===== src/rtl/cpu_clock_controller_if.sv =====
// Front-panel / CPU-core bundle for the clock controller.
// The master side (panel and core) drives rate_sel, run_req, step_req and halt_in.
// The slave side (cpu_clock_controller) drives cpu_ce, phase, state, halted and cycle_count.
interface cpu_clock_controller_if #(
   parameter int unsigned SEL_W = 3,
   parameter int unsigned CNT_W = 16
);
   logic [SEL_W-1:0] rate_sel;
   logic             run_req;
   logic             step_req;
   logic             halt_in;
   logic             cpu_ce;
   logic             phase;
   logic [1:0]       state;
   logic             halted;
   logic [CNT_W-1:0] cycle_count;

   modport master (
      output rate_sel, run_req, step_req, halt_in,
      input  cpu_ce, phase, state, halted, cycle_count
   );

   modport slave (
      input  rate_sel, run_req, step_req, halt_in,
      output cpu_ce, phase, state, halted, cycle_count
   );
endinterface


===== src/rtl/cpu_clock_controller.sv =====
// Run/halt/single-step scheduler for the 8-bit CPU. It issues a one-cycle enable, cpu_ce,
// every 2^sel_act clk cycles while running or stepping, so the core stays synchronous to clk.
// Ports:
//   clk   - system clock, rising edge
//   reset - asynchronous, active-low
//   bus   - slave modport: rate_sel/run_req/step_req/halt_in in;
//           cpu_ce/phase/state/halted/cycle_count out
module cpu_clock_controller #(
   parameter int unsigned SEL_W = 3,
   parameter int unsigned CNT_W = 16
) (
   input logic                  clk,
   input logic                  reset,
   cpu_clock_controller_if.slave bus
);

   // The prescaler must reach 2^(2^SEL_W-1)-1, which needs 2^SEL_W-1 bits.
   localparam int unsigned CntW = (1 << SEL_W) - 1;

   typedef enum logic [1:0] {
      StIdle   = 2'd0,
      StRun    = 2'd1,
      StStep   = 2'd2,
      StHalted = 2'd3
   } state_e;

   state_e           state_q, state_d;
   logic [CntW-1:0]  cnt_q, cnt_d;
   logic [SEL_W-1:0] sel_act_q, sel_act_d;
   logic             step_q, step_d;
   logic             phase_q, phase_d;
   logic [CNT_W-1:0] cycle_count_q, cycle_count_d;

   logic [CntW-1:0] term;
   logic            active;
   logic            tick;
   logic            step_edge;

   // term = 2^sel_act - 1 as a run of low-order ones
   assign term      = ~({CntW{1'b1}} << sel_act_q);
   assign active    = (state_q == StRun) || (state_q == StStep);
   assign tick      = active && (cnt_q == term);
   assign step_edge = bus.step_req && !step_q;

   always_comb begin
      state_d = state_q;
      unique case (state_q)
         StIdle: begin
            if (bus.halt_in)      state_d = StHalted;
            else if (bus.run_req) state_d = StRun;
            else if (step_edge)   state_d = StStep;
         end
         StRun: begin
            if (bus.halt_in)       state_d = StHalted;
            else if (!bus.run_req) state_d = StIdle;
         end
         StStep: begin
            if (bus.halt_in) state_d = StHalted;
            else if (tick)   state_d = StIdle;
         end
         StHalted: begin
            if (!bus.halt_in && !bus.run_req) state_d = StIdle;
         end
         default: state_d = StIdle;
      endcase
   end

   always_comb begin
      cnt_d         = '0;
      sel_act_d     = sel_act_q;
      step_d        = bus.step_req;
      phase_d       = phase_q ^ tick;
      cycle_count_d = cycle_count_q + (tick ? CNT_W'(1) : CNT_W'(0));

      // Any state change restarts the period; otherwise count only while active.
      if ((state_d == state_q) && active && !tick) begin
         cnt_d = cnt_q + CntW'(1);
      end

      // New rate is picked up on entry and at each period boundary, never mid-period.
      if (tick || ((state_d != state_q) && ((state_d == StRun) || (state_d == StStep)))) begin
         sel_act_d = bus.rate_sel;
      end
   end

   always_ff @(posedge clk or negedge reset) begin
      if (!reset) begin
         state_q       <= StIdle;
         cnt_q         <= '0;
         sel_act_q     <= '0;
         step_q        <= 1'b0;
         phase_q       <= 1'b0;
         cycle_count_q <= '0;
      end else begin
         state_q       <= state_d;
         cnt_q         <= cnt_d;
         sel_act_q     <= sel_act_d;
         step_q        <= step_d;
         phase_q       <= phase_d;
         cycle_count_q <= cycle_count_d;
      end
   end

   // Moore outputs: decoded from registered state only
   assign bus.cpu_ce      = tick;
   assign bus.phase       = phase_q;
   assign bus.state       = state_q;
   assign bus.halted      = (state_q == StHalted);
   assign bus.cycle_count = cycle_count_q;

endmodule


===== src/flat_wrapper.sv =====
// flat-port wrapper written by rule: the top's interface ports become plain ports
module cpu_clock_controller_flat 
#(
   parameter int unsigned SEL_W = 3,
   parameter int unsigned CNT_W = 16
)
  (clk, reset, bus_rate_sel, bus_run_req, bus_step_req, bus_halt_in, bus_cpu_ce, bus_phase, bus_state, bus_halted, bus_cycle_count);
  cpu_clock_controller_if #(.SEL_W(SEL_W), .CNT_W(CNT_W)) bus_i ();
  input logic clk;
  input logic reset;
  input wire logic [$bits(bus_i.rate_sel)-1:0] bus_rate_sel;
  input wire logic [$bits(bus_i.run_req)-1:0] bus_run_req;
  input wire logic [$bits(bus_i.step_req)-1:0] bus_step_req;
  input wire logic [$bits(bus_i.halt_in)-1:0] bus_halt_in;
  output wire logic [$bits(bus_i.cpu_ce)-1:0] bus_cpu_ce;
  output wire logic [$bits(bus_i.phase)-1:0] bus_phase;
  output wire logic [$bits(bus_i.state)-1:0] bus_state;
  output wire logic [$bits(bus_i.halted)-1:0] bus_halted;
  output wire logic [$bits(bus_i.cycle_count)-1:0] bus_cycle_count;
  assign bus_i.rate_sel = bus_rate_sel;
  assign bus_i.run_req = bus_run_req;
  assign bus_i.step_req = bus_step_req;
  assign bus_i.halt_in = bus_halt_in;
  assign bus_cpu_ce = bus_i.cpu_ce;
  assign bus_phase = bus_i.phase;
  assign bus_state = bus_i.state;
  assign bus_halted = bus_i.halted;
  assign bus_cycle_count = bus_i.cycle_count;
  cpu_clock_controller #(.SEL_W(SEL_W), .CNT_W(CNT_W)) u_core (.clk(clk), .reset(reset), .bus(bus_i));
endmodule

===== config.mk =====
export PLATFORM = sky130hd
export DESIGN_NAME = cpu_clock_controller_flat
export DESIGN_NICKNAME = d
export VERILOG_FILES = /design/src/rtl/cpu_clock_controller_if.sv /design/src/rtl/cpu_clock_controller.sv /design/src/flat_wrapper.sv
export SDC_FILE = /design/constraint.sdc
export NUM_CORES = 1
export LEC_CHECK = 0
export CAP_MARGIN = 20
export CORE_AREA = 4 4 56 96
export DETAILED_ROUTE_END_ITERATION = 10
export DIE_AREA = 0 0 60 100
export MAX_ROUTING_LAYER = met4
export PLACE_DENSITY_LB_ADDON = 0.12
export SLEW_MARGIN = 20
export SYNTH_ARGS = -nofsm -noshare
export SYNTH_HDL_FRONTEND = slang
export SYNTH_SLANG_ARGS = --single-unit

===== constraint.sdc =====
create_clock -name clk -period 3.3 [get_ports clk]
set_input_delay 0.495 -clock clk [delete_from_list [all_inputs] [get_ports clk]]
set_output_delay 0.495 -clock clk [all_outputs]
set_load 0.05 [all_outputs]

==> flow_summary.toml <==
[timing]
finalSetupViolations = 0
rsz0062_at_grt = "no"
min_period_over_period_pct = 78.2
timing_limited_maximum_frequency_mhz = 388
setup_tns_ns = 0
post-route-worst-setup-slack_ns = 0.720
slew_headroom_pct = 66.4
final.min_clock_period_ns = 2.58
max_slew.worst_pin.slew_ns = 0.503
finalHoldViolCount = 0
timing_max_transition_violations_final = 0
clock_skew_ns = 0.0139

[clocking]
post_cts_hold_buffer_count = 0
cts_tree = "yes"
clkSlewWorstSetupHoldPaths_ns = 0.06
ctsResizeCount = 0
clkSinkCount = 30
insertion_delay_ns = 0.28
numCtsBuffers = 5
clock_tree.htree_level_count = 2
cts_post_setup_buffers_inserted = 0
clk_path_buf_depth = 2
root_buffer = "clkbuf_8"

[critical_path]
crit_family = "compound AO/OA/AOI/OAI gates"
path_common_cell = "buf_4"
timing.critical_path.cells = "o21ai_0 > xor2_1 > o311ai_1 > a2111oi_4 > buf_4 > buf_4"
worst_path_max_delay_cell = "dfrtp_1"
crit_path_largest_cell_delay_ns = 0.45
crit_path_max_fanout = 8
timing.setup.critical_path_class = "flip-flop to output pin"
timing.critical_path.from_type = "flip-flop"
worstPathRequired_ns = 2.80
critPathCaptureType = "output pin"
critPathArrivalTime_ns = 2.08
worst-path-buf-inv = 2

[logic_synthesis]
ys.flop_type = "dfrtp_1"
syn-cell-area_um2 = 1570
syn_area_per_cell_um2 = 10.8
synthDominantAreaCellType = "dfrtp_1"
yosys_register_bits = 30
synth_area_leaders = "dfrtp_1 (48%), xnor2_1 (6.7%), xor2_1 (6.1%), ha_1 (5.6%), nor2_1 (3.1%)"
synth_edf_count = 0
synth_seq_area_share_pct = 47.8
post_synth_inst_count = 145
post-synth-top-area-fraction_pct = 47.8
syn_nets = 160
netlist-cell-type-count = 36
ys_async_sr_fraction_pct = 100
ys_warn_count = 0

[detailed_routing]
drt_iter0_drc = 45
route.final.wire_length_um = 3530
remaining_drc_errors = 0
dr.pass1.iters = 4
drt-vias-per-instance = 5.24
detail_route.wl_per_cell_um = 15.1
num_vias = 1225
ant_nets = 0

[floorplan]
coreArea_um2 = 4620
io-pin-count = 29
fp.dieH_um = 100
floorplan.rows = 33
overall_die_area_um2 = 6000
start_util_pct = 34.0
fp.dieW_um = 60

[hold_path]
timing.hold.worst.class = "flip-flop to flip-flop"

[final_layout]
regArea_um2 = 753
multi_input_comb_area_um2 = 790
layout.nets = 196
antenna-diode-count = 0
nFillCells = 454
fraction_of_final_layout_cells_with_drive_strength_greater_than_1_pct = 12.1
area.growth.synth_to_final_pct = 31.4
utilization_pct = 44.7
finish.instance_area_um2 = 2070

[placement]
routabilityCongestion = 0.768
placed_area_um2 = 1920
hpwlAfterDp_um = 2730
post-place-ws_ns = 0.637
numPortBuffers = 28

[grt]
globalRouteTotalUtil_pct = 13.5
grt.overflow.total = 0
largest_net_degree_at_the_start_of_global_routing = 22
first_pass_grt_wire_length_um = 6020
grt_pass1_vias = 1306
grt_antenna_before_repair = 0

[power_and_ir_drop]
power.density_cell_area_nw_per_um2 = 847
power.ir.vdd_worst_mv = 0.472
leakage_nw = 0.889
power.total_w = 0.00175

[status]
status = "complete, no violations"

[job]
max_cap_viols = 0
## cells by family after synthesis
| logic type | share of synthesized area (%) |
|---|---|
| buffers and inverters | 2.15 |
| xor gates and xnor gates | 12.8 |
| muxes | 2.15 |
| AOI/OAI and AO/OA | 12.2 |
| DFF | 47.8 |
| adders and majority gates | 5.57 |
| and+or+nand+nor | 17.4 |
## placed cells by master (no fill, tap or decap), drive strengths merged, types with 7 or more instances in the layout
cell type,n
dfrtp,30
clkdlybuf4s50,27
nor2,13
xnor2,12
xor2,11
nand2,8
nand4,7
nand3,7
ha,7
## power by group
part / switching, W / internal (W)
logic: 0.000458 / 0.000299
registers: 0.000105 / 0.000435
clock network: 0.000132 / 0.000322
## worst reg2reg max path, delay by kind of cell (launching register included)
family / cells / cell delay [ns]
flops: 1 / 0.45
simple gates: 3 / 0.40
compound gates: 3 / 0.76
fa+ha+maj: 2 / 0.55
xor+xnor: 2 / 0.30
## flip-flops by register name (all words and copies together) (netlist names)
| name | flops |
|---|---|
| u_core.bus.cycle_count | 16 |
| u_core.cnt_q | 7 |
| u_core.sel_act_q | 3 |
| u_core.bus.state | 2 |
| u_core.bus.phase | 1 |
| u_core.step_q | 1 |
## path summary, 6_finish.rpt
| check | startpoint | endpoint | slack (ns) | cells past startpoint |
|---|---|---|---|---|
| worst min-delay path | u_core.bus.cycle_count[15]$_DFF_PN0_ | u_core.bus.cycle_count[15]$_DFF_PN0_ | 0.47 | 1 |
| max in group asynchronous | reset | u_core.bus.state[0]$_DFF_PN0_ | 2.12 | 2 |
| min in group asynchronous | reset | u_core.bus.cycle_count[14]$_DFF_PN0_ | 0.54 | 1 |
| worst max-delay path | u_core.sel_act_q[1]$_DFFE_PN0P_ | bus_cpu_ce | 0.72 | 6 |
| worst min register to register | u_core.bus.cycle_count[15]$_DFF_PN0_ | u_core.bus.cycle_count[15]$_DFF_PN0_ | 0.47 | 1 |
| worst max register to register | u_core.sel_act_q[1]$_DFFE_PN0P_ | u_core.bus.cycle_count[14]$_DFF_PN0_ | 0.73 | 10 |
## final cells by class
cell class / count / area share [%]
repair buffers: 30 / 14.2
clock inverters: 2 / 2.91
flip-flops and latches: 30 / 36.5
inverters: 6 / 1.09
well taps: 52 / 3.15
multi-input cells: 108 / 38.2
clock buffers: 6 / 4.00
## cell usage after synthesis (4+ instances only)
cell / instances
dfrtp_1: 30
xnor2_1: 12
xor2_1: 11
o21ai_0: 5
inv_1: 6
a21oi_1: 4
ha_1: 7
nor2_1: 13
and3_1: 4
nand2_1: 8
nand4_1: 7
nand3_1: 7
## per-layer routing
layer	part of all wire, %	GRT usage [%]	vias up	wire, um
li1	-	-	591	-
met1	39	15.0	592	1370
met2	55	23.2	34	1960
met3	3.8	2.70	8	133
met4	2.1	5.29	0	75
met5	0	-	-	0
## metrics by stage
step | hold slack, ns | cells
CTS | 0.475 | 234
global placement | 0.459 | 226
global route | 0.485 | 234
finish | 0.471 | 234
floorplan | 0.199 | 145
detailed placement | 0.460 | 226
(Power assumes the default switching activity.)
